--- config.mk ---
export PLATFORM = sky130hd
export DESIGN_NAME = alu_issue_stage
export DESIGN_NICKNAME = d
export VERILOG_FILES = /design/src/rtl/alu_issue_stage.sv
export SDC_FILE = /design/constraint.sdc
export NUM_CORES = 1
export LEC_CHECK = 0
export ABC_AREA = 1
export CAP_MARGIN = 30
export CORE_MARGIN = 2
export CORE_UTILIZATION = 47
export CTS_CLUSTER_SIZE = 16
export DETAILED_ROUTE_END_ITERATION = 7
export PLACE_DENSITY = 0.87
export SLEW_MARGIN = 20
export SYNTH_ARGS = -nofsm -noshare
export SYNTH_HDL_FRONTEND = slang
export SYNTH_SLANG_ARGS = --single-unit
--- constraint.sdc ---
create_clock -name clk -period 6.02 [get_ports clk]
set_input_delay 1.204 -clock clk [delete_from_list [all_inputs] [get_ports clk]]
set_output_delay 1.204 -clock clk [all_outputs]
set_load 0.03 [all_outputs]
--- src/rtl/alu_issue_stage.sv ---
// RV32I decode/issue stage driving a one-cycle registered ALU, with hazard tracking and branch sequencing.
// Build option: define ALU_ISSUE_FWD_EN to forward the RES-slot result from alu_res instead of stalling.
package alu_issue_pkg;
  typedef enum logic [3:0] {
    OP_ADD, OP_SUB, OP_SLL, OP_LT, OP_LTU, OP_XOR, OP_SRL, OP_SRA,
    OP_OR, OP_AND, OP_EQ, OP_NEQ, OP_GE, OP_GEU
  } op_t;
endpackage

module alu_issue_stage
  import alu_issue_pkg::*;
#(
  parameter bit ILLEGAL_HALT = 1'b0
) (
  input  logic        clk,
  input  logic        rst_n,
  input  logic        in_valid,
  output logic        in_ready,
  input  logic [31:0] in_instr,
  input  logic [31:0] in_pc,
  output logic [4:0]  rf_rs1_addr,
  output logic [4:0]  rf_rs2_addr,
  input  logic [31:0] rf_rs1_data,
  input  logic [31:0] rf_rs2_data,
  output logic        out_valid,
  output op_t         out_op,
  output logic [31:0] out_src1,
  output logic [31:0] out_src2,
  input  logic [31:0] alu_res,
  output logic        wb_en,
  output logic [4:0]  wb_rd,
  output logic        redirect_valid,
  output logic [31:0] redirect_pc,
  output logic        illegal
);

  typedef enum logic [1:0] {S_RUN, S_BR_EX, S_BR_RES, S_HALT} state_t;

  localparam logic [6:0] OPC_OP     = 7'b0110011;
  localparam logic [6:0] OPC_IMM    = 7'b0010011;
  localparam logic [6:0] OPC_LUI    = 7'b0110111;
  localparam logic [6:0] OPC_AUIPC  = 7'b0010111;
  localparam logic [6:0] OPC_BRANCH = 7'b1100011;

  state_t      state_q;
  logic        out_valid_q, illegal_q;
  op_t         out_op_q;
  logic [31:0] out_src1_q, out_src2_q, br_tgt_q;
  logic        ex_wb_q, res_wb_q;
  logic [4:0]  ex_rd_q, res_rd_q;

  logic [6:0]  opcode;
  logic [2:0]  funct3;
  logic [4:0]  rs1, rs2, rd;
  logic [31:0] imm_i, imm_u, imm_b;
  logic        use_rs1, use_rs2;
  logic        ex_hit1, ex_hit2, res_hit1, res_hit2, stall, accept;
  logic [31:0] rs1_val, rs2_val;
  op_t         op_d;
  logic [31:0] src1_d, src2_d;
  logic        wb_d, br_d, ill_d;

  assign opcode = in_instr[6:0];
  assign funct3 = in_instr[14:12];
  assign rd     = in_instr[11:7];
  assign rs1    = in_instr[19:15];
  assign rs2    = in_instr[24:20];
  assign imm_i  = {{20{in_instr[31]}}, in_instr[31:20]};
  assign imm_u  = {in_instr[31:12], 12'h000};
  assign imm_b  = {{19{in_instr[31]}}, in_instr[31], in_instr[7], in_instr[30:25],
                   in_instr[11:8], 1'b0};

  assign rf_rs1_addr = rs1;
  assign rf_rs2_addr = rs2;

  // Only sources the instruction actually reads may raise a hazard.
  assign use_rs1 = (opcode == OPC_OP) || (opcode == OPC_IMM) || (opcode == OPC_BRANCH);
  assign use_rs2 = (opcode == OPC_OP) || (opcode == OPC_BRANCH);

  function automatic op_t arith_op(input logic [2:0] f3, input logic alt);
    case (f3)
      3'b000:  return alt ? OP_SUB : OP_ADD;
      3'b001:  return OP_SLL;
      3'b010:  return OP_LT;
      3'b011:  return OP_LTU;
      3'b100:  return OP_XOR;
      3'b101:  return alt ? OP_SRA : OP_SRL;
      3'b110:  return OP_OR;
      default: return OP_AND;
    endcase
  endfunction

  always_comb begin
    ex_hit1  = ex_wb_q  && use_rs1 && (rs1 == ex_rd_q);
    ex_hit2  = ex_wb_q  && use_rs2 && (rs2 == ex_rd_q);
    res_hit1 = res_wb_q && use_rs1 && (rs1 == res_rd_q);
    res_hit2 = res_wb_q && use_rs2 && (rs2 == res_rd_q);
`ifdef ALU_ISSUE_FWD_EN
    stall   = ex_hit1 || ex_hit2;
    rs1_val = res_hit1 ? alu_res : rf_rs1_data;
    rs2_val = res_hit2 ? alu_res : rf_rs2_data;
`else
    stall   = ex_hit1 || ex_hit2 || res_hit1 || res_hit2;
    rs1_val = rf_rs1_data;
    rs2_val = rf_rs2_data;
`endif
  end

`ifndef ALU_ISSUE_FWD_EN
  logic unused_alu_res;
  assign unused_alu_res = ^alu_res[31:1];
`endif

  always_comb begin
    op_d   = OP_ADD;
    src1_d = rs1_val;
    src2_d = rs2_val;
    wb_d   = 1'b0;
    br_d   = 1'b0;
    ill_d  = 1'b0;
    case (opcode)
      OPC_OP: begin
        op_d = arith_op(funct3, in_instr[30]);
        wb_d = 1'b1;
      end
      OPC_IMM: begin
        op_d   = arith_op(funct3, in_instr[30] && (funct3 == 3'b101));
        src2_d = imm_i;
        wb_d   = 1'b1;
      end
      OPC_LUI: begin
        src1_d = '0;
        src2_d = imm_u;
        wb_d   = 1'b1;
      end
      OPC_AUIPC: begin
        src1_d = in_pc;
        src2_d = imm_u;
        wb_d   = 1'b1;
      end
      OPC_BRANCH: begin
        br_d = 1'b1;
        case (funct3)
          3'b000:  op_d = OP_EQ;
          3'b001:  op_d = OP_NEQ;
          3'b100:  op_d = OP_LT;
          3'b101:  op_d = OP_GE;
          3'b110:  op_d = OP_LTU;
          3'b111:  op_d = OP_GEU;
          default: ill_d = 1'b1;
        endcase
      end
      default: ill_d = 1'b1;
    endcase
    if (rd == 5'd0) wb_d = 1'b0;
  end

  assign in_ready = (state_q == S_RUN) && !stall;
  assign accept   = in_valid && in_ready;

  // Every non-accept cycle falls through to the bubble defaults below.
  always_ff @(posedge clk) begin
    if (!rst_n) begin
      state_q     <= S_RUN;
      out_valid_q <= 1'b0;
      out_op_q    <= OP_ADD;
      out_src1_q  <= '0;
      out_src2_q  <= '0;
      br_tgt_q    <= '0;
      ex_wb_q     <= 1'b0;
      ex_rd_q     <= '0;
      res_wb_q    <= 1'b0;
      res_rd_q    <= '0;
      illegal_q   <= 1'b0;
    end else begin
      out_valid_q <= 1'b0;
      out_op_q    <= OP_ADD;
      out_src1_q  <= '0;
      out_src2_q  <= '0;
      ex_wb_q     <= 1'b0;
      ex_rd_q     <= '0;
      illegal_q   <= 1'b0;
      res_wb_q    <= ex_wb_q;
      res_rd_q    <= ex_rd_q;
      case (state_q)
        S_RUN: begin
          if (accept) begin
            if (ill_d) begin
              illegal_q <= 1'b1;
              if (ILLEGAL_HALT) state_q <= S_HALT;
            end else begin
              out_valid_q <= 1'b1;
              out_op_q    <= op_d;
              out_src1_q  <= src1_d;
              out_src2_q  <= src2_d;
              ex_wb_q     <= wb_d;
              ex_rd_q     <= wb_d ? rd : 5'd0;
              if (br_d) begin
                state_q  <= S_BR_EX;
                br_tgt_q <= in_pc + imm_b;
              end
            end
          end
        end
        S_BR_EX:  state_q <= S_BR_RES;
        S_BR_RES: state_q <= S_RUN;
        default:  state_q <= S_HALT;
      endcase
    end
  end

  assign out_valid      = out_valid_q;
  assign out_op         = out_op_q;
  assign out_src1       = out_src1_q;
  assign out_src2       = out_src2_q;
  assign wb_en          = res_wb_q;
  assign wb_rd          = res_rd_q;
  assign illegal        = illegal_q;
  assign redirect_valid = (state_q == S_BR_RES) && alu_res[0];
  assign redirect_pc    = br_tgt_q;

endmodule

=== After elaboration in Yosys (flattened, before gate mapping) ===
Index checks and enable logic that the tools add are counted.
Widths: inputs -> output; s select.

* Register bits after elaboration: 116
* Output and inout port bits: 120
* Logic and storage cells: 89

* Add/subtract/negate cells: 1
* Equal/unequal tests: 21
* Multiplexer cells: 21
* Bitwise gates (word level): 5
* Reductions and logical operators: 30

{| class="wikitable"
|+ Operator list
! kind !! number
|-
| $pmux 32 s2 || 2
|-
| $pmux 4 s7 || 2
|-
| $add 32x32->32 || 1
|-
| $pmux 4 s6 || 1
|-
| $eq 5x5->1 || 4
|-
| $eq 7x5->1 const B || 2
|-
| $eq 7x6->1 const B || 2
|-
| $eq 3x3->1 const B || 4
|-
| $logic_and 1x1->1 || 12
|-
| $pmux 4 s3 || 1
|-
| $mux 1 || 10
|-
| $reduce_or 4->1 || 2
|-
| $eq 7x7->1 const B || 1
|-
| $eq 3x2->1 const B || 2
|-
| $logic_or 1x1->1 || 6
|-
| $mux 2 || 3
|-
| $ne 2x2->1 const B || 3
|-
| $pmux 2 s3 || 1
|-
| $reduce_and 3->1 || 2
|-
| $reduce_or 6->1 || 1
|-
| $logic_not 5->1 || 1
|-
| $not 1->1 || 5
|-
| $reduce_or 5->1 || 1
|-
| $reduce_and 4->1 || 1
|-
| other kinds (8) || 8
|}

=== Logic depth before layout (Yosys ltp) ===
Gate-level depths: netlist of the first run.

* Depth after elaboration: 13
* Gate-level depth with buffers: 16
* Mapped depth without buffers: 16

=== Worst setup path before layout of the first run ===
OpenSTA, ideal clock, no wires.

* Path kind: input port to output port
* Start point: in in_instr[1]
* End point: out in_ready
* Arrival: 2.097 ns
* Required time: 4.816 ns
* Path slack: 2.719 ns
* Stages on the path: 6
* Buffers on the path: 0
* Path through: nand2_1 -> nor3_4 -> nand2_1 -> nand2_1 -> a21oi_1 -> and2_1

* Word-level cells in the longest chain between the ends: 10
* Elaborated cells on any way between the ends: 19
* Classes of those cells: 3 x eq/ne; 16 x reduce/logical

{| class="wikitable"
|+ Ends and longest elaborated chain
! element !! RTL line !! RTL
|-
| start, declared || 19 || <nowiki>input logic [31:0] in_instr,</nowiki>
|-
| $eq 7x6->1 / $eq 7x5->1 (equally long branches) || 77, 78 ||
|-
| $logic_or 1x1->1 (2 in series) || 77 || <nowiki>assign use_rs1 = (opcode == OPC_OP) || (opcode == OPC_IMM) || (opcode == OPC_BRANCH);</nowiki>
|-
| $logic_and 1x1->1 (2 in series) || 94 || <nowiki>ex_hit1 = ex_wb_q && use_rs1 && (rs1 == ex_rd_q);</nowiki>
|-
| $logic_or 1x1->1 (2 in series) || 103 || <nowiki>stall = ex_hit1 || ex_hit2 || res_hit1 || res_hit2;</nowiki>
|-
| $logic_or 1x1->1 * || 103 ||
|-
| $logic_not 1->1 * || 158 || <nowiki>assign in_ready = (state_q == S_RUN) && !stall;</nowiki>
|-
| $logic_and 1x1->1 * || 158 ||
|-
| end, declared || 18 || <nowiki>output logic in_ready,</nowiki>
|}

Mark *: on every way between the ends. The rest lies on a longest branch, timed or not.

=== Worst setup path in the final report of the first run ===
* Start point: in in_instr[23]
* End point: out in_ready

* Word-level cells in the longest chain between the ends: 7
* Elaborated cells on any way between the ends: 9
* Classes of those cells: 2 x eq/ne; 7 x reduce/logical

{| class="wikitable"
|+ Ends and longest elaborated chain
! element !! RTL line !! RTL
|-
| $eq 5x5->1 || 95 || <nowiki>ex_hit2 = ex_wb_q && use_rs2 && (rs2 == ex_rd_q);</nowiki>
|-
| $logic_and 1x1->1 || 95 ||
|-
| $logic_or 1x1->1 (2 in series) || 103 ||
|-
| $logic_or 1x1->1 * || 103 ||
|-
| $logic_not 1->1 * || 158 ||
|-
| $logic_and 1x1->1 * || 158 ||
|}

Marked as above.

==> summary.md, run 1 <==
| Metric | Value |
|---|---|
| Top cell family by delay on the critical path | buffers and inverters |
| Clock tree root driver cell | sky130_fd_sc_hd__clkbuf_16 |
| Max clock buf depth | 2 |
| Share of async-settable or async-resettable flops after synthesis | 0% |
| Clock tree from TritonCTS | done |
| DRC errors left | 0 |
| Nature of the critical path startpoint | input pin |
| Count leader, synth | sky130_fd_sc_hd__nand2_1 |
| Number of failing hold endpoints at the final stage | 0 |
| Drt via density | 5.33 |
| Initial DRC Count | 606 |
| Top-area cell type share of the netlist area | 34.9% |
| Cell type contributing the most total cell area after synthesis | sky130_fd_sc_hd__dfxtp_1 |
| Status | complete, no violations |
| Critical-path cell with the highest stage delay | sky130_fd_sc_hd__clkdlybuf4s50_1 |
| Final total negative setup slack | 0 ps |
| Max transition margin | 38.1% |
| Syn_area_per_cell | 6.79 sq um |
| Total global routing overflow | 0 |
| Post-CTS resize count | 0 |
| Critical Path Max Stage Delay | 710 ps |
| Via count of the routed design | 7483 |
| Die footprint | 15100 sq um |
| Critical Path, Cell by Cell | clkdlybuf4s50_1, o21ai_0, nor2_1, nand3_1, nand2_1, nand2_2, and2_1, clkdlybuf4s50_1 |
| Crit path time final | 4500 ps |
| Maximum fanout count along the critical path | 7 |
| P&R area growth vs syn | 47.7% |
| Pin count of the biggest net entering global routing | 54 |
| Floorplan die height | 123 um |
| Pwr/cell area | 236 nW/um^2 |
| Number of buffer and inverter stages on the critical path | 2 |
| Routed length per instance | 16.4 um |
| CTS hold repair buffers | 0 |
| H-tree Lvls | 4 |
| Number of synthesized flops with an enable pin | 0 |
| Number of nets in the finished design | 1410 |
| Number of inserted filler cells in the final layout | 1151 |
| Number of clock sinks | 116 |
| Number of register bits inferred by synthesis | 116 |
| Unique masters post-synth | 40 |
| Critical Path RT | 4820 ps |
| Setup bufs post-CTS | 0 |
| Final RePlAce weighted congestion | 0.951 |
| Post-layout util | 70.8% |
| Maximum vdd ir drop | 0.179 mV |
| Global-route wire length before repair | 34.1 mm |
| Aggregate global-route resource usage | 29.2% |
| Port Buffers | 251 |
| Final setup violation count | 0 |
| Most numerous cell types in the synthesized netlist | sky130_fd_sc_hd__nand2_1 (232), sky130_fd_sc_hd__nor2_1 (148), sky130_fd_sc_hd__dfxtp_1 (116), sky130_fd_sc_hd__inv_1 (91), sky130_fd_sc_hd__a21oi_1 (85) |
| Vias in the first global route | 6794 |
| Fmax achieved | 0.222 GHz |
| Slew of the pin with the lowest slew margin | 926 ps |
| Type of the worst min-delay path | flop to flop |
| YS warnings | 0 |
| Source-to-sink clock delay at the later pin of the worst-skew pair | 420 ps |
| Detailed Routing Iterations Pass 1 | 5 |
| Number of placed I/O pins | 283 |
| Placeable core area | 13900 sq um |
| Most used cell, CP | sky130_fd_sc_hd__clkdlybuf4s50_1 |
| Static leakage | 4.38 nW |
| Final clock period utilization by the worst path | 74.7% |
| Part of the Yosys area used for sequential elements | 34.9% |
| Final worst clock skew | 6.54 ps |
| Crit end category | primary output |
| Initial antenna violation count | 0 |
| Register clock-pin slew on the reported worst setup and hold paths | 60 ps |
| Post-Syn Instances | 980 |
| Critical path class | input pin to primary output |
| Synth Flop Type | sky130_fd_sc_hd__dfxtp_1 |
| Worst EP arrival | 3290 ps |
| Total wire length | 23.0 mm |
| Worst Hold Margin | 444 ps |
| Number of antenna diodes | 0 |
| TritonCTS buffer count | 17 |
| DP HPWL | 17.6 mm |
| Post-route antenna net violation count | 0 |
| Pins Over Slew Limit | 0 |
| Net count after synthesis | 1178 |
| Setup repair after global routing missed its margin | false |
| Number of rows created at floorplan | 43 |
| Number of violations of the max-capacitance limit | 0 |
| Combined area of all synthesized cells | 6660 sq um |
| Share of final-layout standard cells stronger than drive strength 1 | 5.14% |
| Die span in x | 123 um |
| Effective utilization at floorplan | 48.0% |
| Main area contributors after synthesis | sky130_fd_sc_hd__dfxtp_1 (35%), sky130_fd_sc_hd__nand2_1 (13%), sky130_fd_sc_hd__nor2_1 (8.3%) |
metal layers:
layer	GRT usage (%)	part of all wire, %
met3	8.90	8.2
met4	12.8	3.9
met2	51.7	50
met5	0	0
met1	32.2	38
cell usage in the layout, fill, tap and decap left out, types with 12 or more instances in the layout:
master                              n
sky130_fd_sc_hd__clkdlybuf4s50_1  251
sky130_fd_sc_hd__nand2_1          232
sky130_fd_sc_hd__nor2_1           147
sky130_fd_sc_hd__dfxtp_1          116
sky130_fd_sc_hd__inv_1             91
sky130_fd_sc_hd__a21oi_1           85
sky130_fd_sc_hd__nand3_1           62
sky130_fd_sc_hd__o21ai_0           41
sky130_fd_sc_hd__ha_1              34
sky130_fd_sc_hd__a221oi_1          20
sky130_fd_sc_hd__clkbuf_16         17
sky130_fd_sc_hd__xor2_1            16
sky130_fd_sc_hd__o21bai_1          16
sky130_fd_sc_hd__nor2_2            12
cells by family (layout without fill, tap and decap cells):
logic type,Yosys count,in the layout,synth area share [%]
and+or+nand+nor,488,488,30.9
AOI/OAI and AO/OA,184,184,16.4
buffers and inverters,139,384,8.82
xor gates and xnor gates,18,18,2.37
adders and majority gates,35,35,6.69
DFF,116,116,34.9
power by group:
part           total [mW]  internal, mW  leakage, nW  switching (mW)
logic               0.504         0.218         3.15           0.286
clock network        1.03         0.659        0.289           0.371
registers           0.788         0.780        0.935         0.00764
total                2.32          1.66         4.38           0.665
final timing paths:
check | startpoint | end | slack [ps] | depth (start not counted)
max | in_instr[23] | in_ready | 1520 | 8
max reg2reg | state_q[0] | redirect_pc[31] | 3550 | 7
min reg2reg | ex_rd_q[0] | wb_rd[0] | 440 | 2
min | ex_rd_q[0] | wb_rd[0] | 440 | 2
stage by stage:
step / instance area, sq um / worst slack (ps) / std cells / power (mW)
after floorplan: 6660 / 2720 / 980 / 1.10
after global placement: 9200 / 1550 / 1371 / 1.29
after detailed placement: 9230 / 1530 / 1373 / 1.30
after CTS: 9830 / 1530 / 1405 / 2.33
after global routing: 9830 / 1450 / 1405 / 2.41
final: 9830 / 1520 / 1405 / 2.32
worst reg2reg max path: stages (launching register included):
cell,delay [ps]
sky130_fd_sc_hd__dfxtp_1,330
sky130_fd_sc_hd__inv_1,100
sky130_fd_sc_hd__ha_1,340
sky130_fd_sc_hd__inv_1,100
sky130_fd_sc_hd__a21oi_1,190
sky130_fd_sc_hd__nand4_2,680
sky130_fd_sc_hd__a21oi_1,510
sky130_fd_sc_hd__nor2_1,80
cell type report:
| class | count | area (sq um) | area share [%] |
|---|---|---|---|
| Multi-Input combinational cell | 725 | 3750 | 38.1 |
| Timing Repair Buffer | 258 | 2580 | 26.2 |
| Clock buffer | 19 | 443 | 4.50 |
| Tap cell | 180 | 225 | 2.29 |
| Sequential cell | 116 | 2320 | 23.6 |
| Inverter | 94 | 353 | 3.59 |
| Clock inverter | 13 | 159 | 1.62 |
sequential cells by signal, indices dropped and copies added (netlist names):
register and count:
illegal 1, wb_rd 5, state_q 2, ex_rd_q 5, ex_wb_q 1, out_valid 1, out_src1 32, wb_en 1
redirect_pc 32, out_op 4, out_src2 32
Note: power is estimated with default switching activity, not from simulation.
==> inputs of run 2 (changes only) <==
- CORE_UTILIZATION: 47 -> 39
- PLACE_DENSITY: 0.87 -> 0.77
- clock period: 6.02 -> 4 ns (I/O delays scaled with it)
==> run 2 against run 1 <==
Compared with the run above:
- worst hold slack better by 6.1 ps
- final cell count up 3.3%
- sequential power up 50%
- critical path depth up 1
- critical path type unchanged
- highest routed layer unchanged
==> summary.md, run 2 (synthesis gave the netlist of run 1 again) <==
| Metric | Value |
|---|---|
| Status | complete, no violations |
| Post-route antenna net violation count | 0 |
| Pins Over Slew Limit | 0 |
| Setup bufs post-CTS | 0 |
| Effective utilization at floorplan | 40.0% |
| Floorplan die height | 135 um |
| Hold EP | wb_rd[0] |
| Maximum fanout count along the critical path | 6 |
| Number of violations of the max-capacitance limit | 0 |
| Type of the worst min-delay path | flop to flop |
| Number of rows created at floorplan | 47 |
| Max transition margin | 51.3% |
| Share of final-layout standard cells stronger than drive strength 1 | 5.69% |
| Max clock buf depth | 2 |
| Final RePlAce weighted congestion | 0.956 |
| Pin count of the biggest net entering global routing | 70 |
| Setup slack of the critical path after layout | 342 ps |
| H-tree Lvls | 4 |
| Static leakage | 4.41 nW |
| P&R area growth vs syn | 49.4% |
| DP HPWL | 18.4 mm |
| Vias in the first global route | 6956 |
| Port Buffers | 251 |
| Register-to-register path setup slack | 1990 ps |
| Die footprint | 18100 sq um |
| WHS Path Cells | 2 |
| Critical Path RT | 3200 ps |
| Leading cell type in the layout, fill and taps excluded | sky130_fd_sc_hd__clkdlybuf4s50_1 |
| Final clock period utilization by the worst path | 91.5% |
| DRC errors left | 0 |
| Setup repair after global routing missed its margin | false |
| Crit end category | primary output |
| R2R Path Start | ex_rd_q[2] |
| Number of placed I/O pins | 283 |
| Global-route wire length before repair | 35.8 mm |
| Total wire length | 23.2 mm |
| Most used cell, CP | sky130_fd_sc_hd__clkdlybuf4s50_1 |
| Worst EP arrival | 2860 ps |
| Nature of the critical path startpoint | input pin |
| Fmax achieved | 0.273 GHz |
| Die span in x | 135 um |
| Leading cell types in the layout, fill and taps excluded | sky130_fd_sc_hd__clkdlybuf4s50_1 (251), sky130_fd_sc_hd__nand2_1 (232), sky130_fd_sc_hd__nor2_1 (147), sky130_fd_sc_hd__dfxtp_1 (116), sky130_fd_sc_hd__inv_1 (91) |
| Number of inserted filler cells in the final layout | 1603 |
| Placeable core area | 16600 sq um |
| Clock tree from TritonCTS | done |
| Critical-path cell with the highest stage delay | sky130_fd_sc_hd__clkdlybuf4s50_1 |
| Slew of the pin with the lowest slew margin | 728 ps |
| Top cell family by delay on the critical path | buffers and inverters |
| Post-CTS resize count | 0 |
| Source-to-sink clock delay at the later pin of the worst-skew pair | 420 ps |
| Number of nets in the finished design | 1416 |
| TritonCTS buffer count | 17 |
| Multi-input gate area in the final layout | 3750 sq um |
| Number of failing hold endpoints at the final stage | 0 |
| Initial DRC Count | 403 |
| Pre-CTS setup slack | 335 ps |
| Clock tree root driver cell | sky130_fd_sc_hd__clkbuf_16 |
| Crit path time final | 3660 ps |
| Critical Path Max Stage Delay | 690 ps |
| Via count of the routed design | 7368 |
| Final total negative setup slack | 0 ps |
| Number of buffer and inverter stages on the critical path | 3 |
| Number of clock sinks | 116 |
| Final setup violation count | 0 |
| Drt via density | 5.08 |
| Maximum vdd ir drop | 0.297 mV |
| Aggregate global-route resource usage | 25.2% |
| CTS hold repair buffers | 0 |
| Terminus of the critical flop-to-flop path | redirect_pc[18] |
| Pwr/cell area | 356 nW/um^2 |
| Total global routing overflow | 0 |
| Register clock-pin slew on the reported worst setup and hold paths | 60 ps |
| Hold Startpoint | ex_rd_q[0] |
| Detailed Routing Iterations Pass 1 | 5 |
| Number of antenna diodes | 0 |
| Routed length per instance | 16.0 um |
| Critical path class | input pin to primary output |
| Final worst clock skew | 6.83 ps |
| Depth of the most critical reg-to-reg path | 11 |
| Critical Path, Cell by Cell | clkdlybuf4s50_1, inv_1, o21ai_1, nor2_1, nand3_1, nand2_1, nand2_2, and2_1, clkdlybuf4s50_1 |
| Initial antenna violation count | 0 |
| Sequential Area | 2320 sq um |
## run 2: worst max path at each step
stage / from / slack (ps) / endpoint / cells past startpoint
floorplan: in_instr[1] / 1510 / in_ready / 6
global placement: in_instr[1] / 350 / in_ready / 10
detailed placement: in_instr[1] / 330 / in_ready / 10
CTS: in_instr[1] / 340 / in_ready / 10
global route: in_instr[1] / 200 / in_ready / 10
finish: in_instr[22] / 340 / in_ready / 9
## run 2: final cells by class
cell class / instances / share of cell area, %
clock inverter: 15 / 1.98
tap: 220 / 2.77
inverter: 94 / 3.55
clock buffer: 17 / 4.28
timing repair buffer: 264 / 26.4
sequential: 116 / 23.4
multi-input combinational: 725 / 37.7
## run 2: layer usage
metal  global-route usage, %  routed length, um  share of wire, %
met1                    28.2               9020                39
met2                    45.8              11900                51
met3                    7.06               1670               7.2
met4                    8.13                644               2.8
met5                       0                  0                 0
## run 2: stage by stage
stage               hold slack (ps)  power, mW  util, %  cell area [sq um]  std cells
floorplan                       420       1.65        -               6660        980
global placement                431       1.96     56.0               9320       1419
detailed placement              438       1.97     56.0               9320       1419
CTS                             452       3.58     59.8               9940       1451
finish                          450       3.54     59.8               9940       1451
global route                    464       3.70     59.8               9940       1451
## run 2: power breakdown
| part | total [mW] | switching (mW) | leakage (nW) | internal (mW) |
|---|---|---|---|---|
| Clock | 1.60 | 0.601 | 0.295 | 0.996 |
| Sequential | 1.18 | 0.0112 | 0.935 | 1.17 |
| Combinational | 0.762 | 0.431 | 3.18 | 0.332 |
## run 2: tightest hold or removal path, cell delays in order, from the launching register on
cell,delay [ps]
sky130_fd_sc_hd__dfxtp_1,320
sky130_fd_sc_hd__nand2_1,60
sky130_fd_sc_hd__inv_1,30
==> inputs of run 3 (changes only) <==
- CORE_UTILIZATION: 39 -> 32
- CTS_CLUSTER_SIZE: 16 -> 12
- HOLD_SLACK_MARGIN: default -> 0.06
- PLACE_DENSITY: 0.77 -> 0.66
==> run 3 against run 2 <==
Compared with the run above:
- worst setup slack lost 0.60 ps
- via count shrank 0.65%
- sequential power is essentially flat
- non-clock buffer count rose by 1
- final cell count is 3.6% higher
- core utilization is 11 points lower
- largest power group unchanged
- critical path depth is the same
- first-iteration DRC count down 27%
- wire length rose by 4.4%
==> summary.md, run 3 (synthesis gave the netlist of run 1 again) <==
| Metric | Value |
|---|---|
| Drt via density | 4.87 |
| Worst Hold Margin | 444 ps |
| Total wire length | 24.2 mm |
| Crit path time final | 3660 ps |
| Number of violations of the max-capacitance limit | 0 |
| Final RePlAce weighted congestion | 0.933 |
| P&R area growth vs syn | 49.5% |
| TritonCTS buffer count | 17 |
| Number of failing hold endpoints at the final stage | 0 |
| Post-route antenna net violation count | 0 |
| Post-CTS resize count | 0 |
| Fmax achieved | 0.273 GHz |
| Crit end category | primary output |
| Static leakage | 4.39 nW |
| Floorplan die height | 148 um |
| Critical Path, Cell by Cell | clkdlybuf4s50_1, nor3_4, nand2_2, inv_2, nand2_1, nand2_1, nand2_2, and2_1, clkdlybuf4s50_1 |
| Clock tree from TritonCTS | done |
| Vias in the first global route | 6853 |
| Source-to-sink clock delay at the later pin of the worst-skew pair | 410 ps |
| Share of final-layout standard cells stronger than drive strength 1 | 5.76% |
| Maximum fanout count along the critical path | 5 |
| Post-route cell area | 9950 sq um |
| Area of placed instances | 9390 sq um |
| Total global routing overflow | 0 |
| Max clock buf depth | 2 |
| Effective utilization at floorplan | 32.8% |
| Pin count of the biggest net entering global routing | 54 |
| Maximum vdd ir drop | 0.281 mV |
| Nature of the critical path startpoint | input pin |
| Placeable core area | 20300 sq um |
| Initial DRC Count | 295 |
| DP HPWL | 19.2 mm |
| Initial antenna violation count | 1 |
| Leading cell types in the layout, fill and taps excluded | sky130_fd_sc_hd__clkdlybuf4s50_1 (251), sky130_fd_sc_hd__nand2_1 (232), sky130_fd_sc_hd__nor2_1 (147), sky130_fd_sc_hd__dfxtp_1 (116), sky130_fd_sc_hd__inv_1 (91) |
| Leading cell type in the layout, fill and taps excluded | sky130_fd_sc_hd__clkdlybuf4s50_1 |
| Pins Over Slew Limit | 0 |
| Multi-input gate area in the final layout | 3750 sq um |
| CTS hold repair buffers | 0 |
| Critical-path cell with the highest stage delay | sky130_fd_sc_hd__clkdlybuf4s50_1 |
| Pwr/cell area | 341 nW/um^2 |
| Top cell family by delay on the critical path | buffers and inverters |
| Final worst clock skew | 9.18 ps |
| Global-route wire length before repair | 36.8 mm |
| Final total negative setup slack | 0 ps |
| Die footprint | 22000 sq um |
| Number of nets in the finished design | 1417 |
| Detailed Routing Iterations Pass 1 | 5 |
| WHS Path Cells | 2 |
| Terminus of the critical flop-to-flop path | out_src1[21] |
| Aggregate global-route resource usage | 21.3% |
| Port Buffers | 251 |
| Register clock-pin slew on the reported worst setup and hold paths | 60 ps |
| Number of placed I/O pins | 283 |
| H-tree Lvls | 4 |
| Final setup violation count | 0 |
| Setup bufs post-CTS | 0 |
| Number of buffer and inverter stages on the critical path | 3 |
| Max transition margin | 55.6% |
| Setup repair after global routing missed its margin | false |
| DRC errors left | 0 |
| Type of the worst min-delay path | flop to flop |
| Number of rows created at floorplan | 52 |
| Critical Path Max Stage Delay | 600 ps |
| Critical Path RT | 3200 ps |
| Slew of the pin with the lowest slew margin | 665 ps |
| Die span in x | 148 um |
| Sequential Area | 2320 sq um |
| Number of inserted filler cells in the final layout | 2065 |
| Routed length per instance | 16.1 um |
| Clock tree root driver cell | sky130_fd_sc_hd__clkbuf_16 |
| Final clock period utilization by the worst path | 91.5% |
| Worst EP arrival | 2860 ps |
| Via count of the routed design | 7320 |
| R2R Path Start | ex_rd_q[2] |
| Status | complete, no violations |
| Number of clock sinks | 116 |
| Register-to-register path setup slack | 1920 ps |
| Hold Startpoint | ex_wb_q |
| Launching instance or port of the critical path | in_instr[2] |
| Hold EP | wb_en |
| Depth of the most critical reg-to-reg path | 11 |
| Critical path class | input pin to primary output |
-- run 3: worst max path at each step --
| stage | end | cells past startpoint |
|---|---|---|
| after CTS | in_ready | 10 |
| after floorplan | in_ready | 6 |
| final | in_ready | 9 |
| after detailed placement | in_ready | 10 |
| after global routing | in_ready | 9 |
| after global placement | in_ready | 9 |
-- run 3: where the power goes --
group          total (mW)  internal, mW  switching [mW]  leakage (nW)
sequential           1.18          1.17          0.0107         0.935
clock                1.45         0.856           0.593         0.266
combinational       0.764         0.332           0.432          3.19
-- run 3: layout make-up --
cell class | count | share of cell area [%]
clock inverters | 15 | 1.33
flip-flops and latches | 116 | 23.3
diodes | 1 | 0.0251
multi-input cells | 725 | 37.7
clock buffers | 17 | 4.27
inverters | 94 | 3.54
repair buffers | 265 | 26.4
well taps | 270 | 3.39
-- run 3: metrics by stage --
stage,setup WS (ps),power (mW),cells,util (%)
after floorplan,1510,1.65,980,-
after global placement,356,1.96,1470,46.3
after detailed placement,333,1.97,1470,46.3
after CTS,328,3.44,1502,49.0
after global routing,208,3.55,1502,49.0
final,341,3.40,1503,49.0
-- run 3: metal layers --
metal / global-route usage (%) / share of wire, %
met3: 5.46 / 7.1
met1: 25.0 / 41
met5: 0 / 0
met2: 39.0 / 51
met4: 4.62 / 1.3
-- run 3: worst min-delay path, cell delays in order, from the launching register on --
cell and delay [ps]:
sky130_fd_sc_hd__dfxtp_1 320, sky130_fd_sc_hd__nand2_1 60, sky130_fd_sc_hd__inv_1 30
==> patch: new RTL, flow settings as in run 2 <==
The option `ALU_ISSUE_FWD_EN` is turned on by a define.
--- a/src/rtl/alu_issue_stage.sv
+++ b/src/rtl/alu_issue_stage.sv
@@ -1,5 +1,7 @@
 // RV32I decode/issue stage driving a one-cycle registered ALU, with hazard tracking and branch sequencing.
 // Build option: define ALU_ISSUE_FWD_EN to forward the RES-slot result from alu_res instead of stalling.
+`define ALU_ISSUE_FWD_EN
+
 package alu_issue_pkg;
   typedef enum logic [3:0] {
     OP_ADD, OP_SUB, OP_SLL, OP_LT, OP_LTU, OP_XOR, OP_SRL, OP_SRA,
Check against the original RTL: not equivalent (Yosys sat finds a counterexample within 4 cycles, from zero or initial values and one cycle with rst_n low).
==> patch against run 2 <==
Non-clock buffer count increased by 33. Worst setup slack improved by 0.011 ns. Wire length grew 35%. Final cell count up 26%. Sequential cell count did not move. Design area up 16%. Area after synthesis rose by 18%. Critical path type unchanged. Core utilization is 1.2 points lower. Total power increased by 4.1%. Count of clock-buffer cells in the layout increased by 4. Sequential share of layout area down 3.2 points.
==> patch: results (changes against run 2) <==
[run_status]
outcome = finished clean  ; unchanged

[cts]
cts_resized = 0  ; unchanged
cts_max_level = 4  ; unchanged
clockBufferDepth = 2  ; unchanged
insertion_delay_ns = 0.42  ; about the same
path_clk_slew_ns = 0.05
cts_tree = built  ; unchanged
postCtsSetupRepairBufs = 0  ; unchanged
cts-root-buf = clkbuf_16  ; unchanged

[yosys]
async_reset_ff_share_pct = 0  ; unchanged
synth_area_leaders = dfxtp_1, nand2_1, inv_1  ; was dfxtp_1, nand2_1, nor2_1
synth_compound_area_share_pct = 13.72  ; was 16.35%
synth_fp_nets = 1494  ; was 1178
yosys_warnings = 0  ; unchanged
yosys-top-cells-count = nand2_1, inv_1, nor2_1, dfxtp_1, a21oi_1  ; was nand2_1, nor2_1, dfxtp_1, inv_1, a21oi_1
ys_seq_area_share_pct = 29.52  ; was 34.89%
synth_seq_cells = 116  ; unchanged
synth_xor_area_share_pct = 2.115  ; was 2.368%
yosys.area_share.adder_pct = 5.662  ; was 6.692%
synth_cell_types = 35  ; was 40
muxShareOfSynthArea_pct = 0  ; unchanged

[hold_path]
hold_path_class = reg2reg  ; unchanged

[cells_and_area]
antennaDiodeCount = 1  ; was 0
multi_input_area_share_pct = 38.60  ; was 37.71%
nFillCells = 1896  ; was 1603
nClkBuffers = 21  ; was 17
fin_nets = 1751  ; was 1416
seq_area_sq_um = 2322  ; unchanged
buf_share_pct = 25.60  ; was 26.37%
clkCellAreaFrac_pct = 5.498  ; was 6.253%
drive_above_1_share_pct = 3.898  ; was 5.686%
signal_buffers = 297  ; was 264
num-multi-input-gates = 899  ; was 725
inverters_excl_clock = 222  ; was 94

[timing]
drv_slew = 0  ; unchanged
relSlewSlack_pct = 43.15  ; was 51.32%
skew_ns = 0.01252  ; was 0.006829 ns

[detailed_routing]
wl_um = 31280  ; was 23230 um
firstDrtPassIters = 5  ; unchanged
viasPerCell = 5.056  ; was 5.078
drc = 0  ; unchanged
drt_iter0_markers = 831  ; was 403

[run]
cap_violations = 0  ; unchanged

[global_route]
antenna_found_initial = 1  ; was 0
grt_pass1_vias = 8693  ; was 6956
grt_max_degree = 47  ; was 70
grt_usage_pct = 28.58  ; was 25.16%
grt_first_pass_wirelength_um = 47860  ; was 35770 um

[place]
dp_hpwl_um = 24240  ; was 18420 um
port_buffers = 282  ; was 251
gp_congestion = 0.9598  ; was 0.9557

[worst_setup_path]
max_stage_delay_ns = 0.74  ; was 0.69 ns
worst_ep_arrival_time_ns = 2.85  ; was 2.86 ns
cpLargestDelayFamily = buffers and inverters  ; unchanged
critical-path-slowest-cell = clkdlybuf4s50_1  ; unchanged
crit_fanout = 6  ; unchanged

[pwr]
powerDensity_nw_per_um2 = 320.3  ; was 356.4 nW/um^2
vdd_drop_max_v = 0.0003176  ; was 0.0002975 V
p_leak_nw = 5.375  ; was 4.414 nW

[patch: cell types whose count changed in the layout (fill, tap and decap cells not counted), sizes merged, moves of 14 or more]
cell           before  now
nand2             236  400
inv               100  222
nor2              160  121
nand4               8   42
o211ai              0   34
clkdlybuf4s50     251  282
a21oi              86  106
a221oi             20    1
nand3              62   76
[patch: tightest hold or removal path, cell delays in order, from the launching register on]
cell     delay [ns]
dfxtp_1        0.32
nor2_1         0.04
nor2_1         0.08
[patch: path summary, 6_finish.rpt]
check	endpoint	startpoint	slack [ns]	depth (start not counted)
worst max register to register	redirect_pc[14]	ex_rd_q[1]	1.73	12
worst min-delay path	redirect_pc[2]	redirect_pc[2]	0.48	2
worst min register to register	redirect_pc[2]	redirect_pc[2]	0.48	2
worst max-delay path	in_ready	in_instr[3]	0.35	8
[patch: cell families after synthesis]
family	count (synthesis)
and+or+nand+nor	654
buffers and inverters	281
AOI/OAI and AO/OA	191
DFF	116
adders and majority gates	35
xor gates and xnor gates	19
[patch: metrics by stage]
step                cells  setup WS [ns]  cell area (sq um)  hold WS (ns)
finish               1831         0.3532              11520        0.4796
global route         1831         0.2596              11520        0.4937
CTS                  1830         0.3748              11510        0.4801
detailed placement   1799         0.3845              10880        0.4712
global placement     1799         0.4167              10880        0.4649
floorplan            1296          1.587               7868        0.4128
[patch: routing by layer]
metal  vias to the layer above  routed length, um  GRT usage [%]
li1                       4601                  -              -
met1                      4175              13370          36.86
met2                       421              14570          47.52
met3                        61               2227          4.750
met4                         0               1117          11.75
met5                         -                  0              0
[patch: report_power, final]
part           switching, mW  leakage [nW]  total (mW)  internal (mW)
combinational          0.480          4.13       0.847          0.366
clock                  0.555         0.314        1.65           1.10
sequential            0.0131         0.935        1.19           1.17
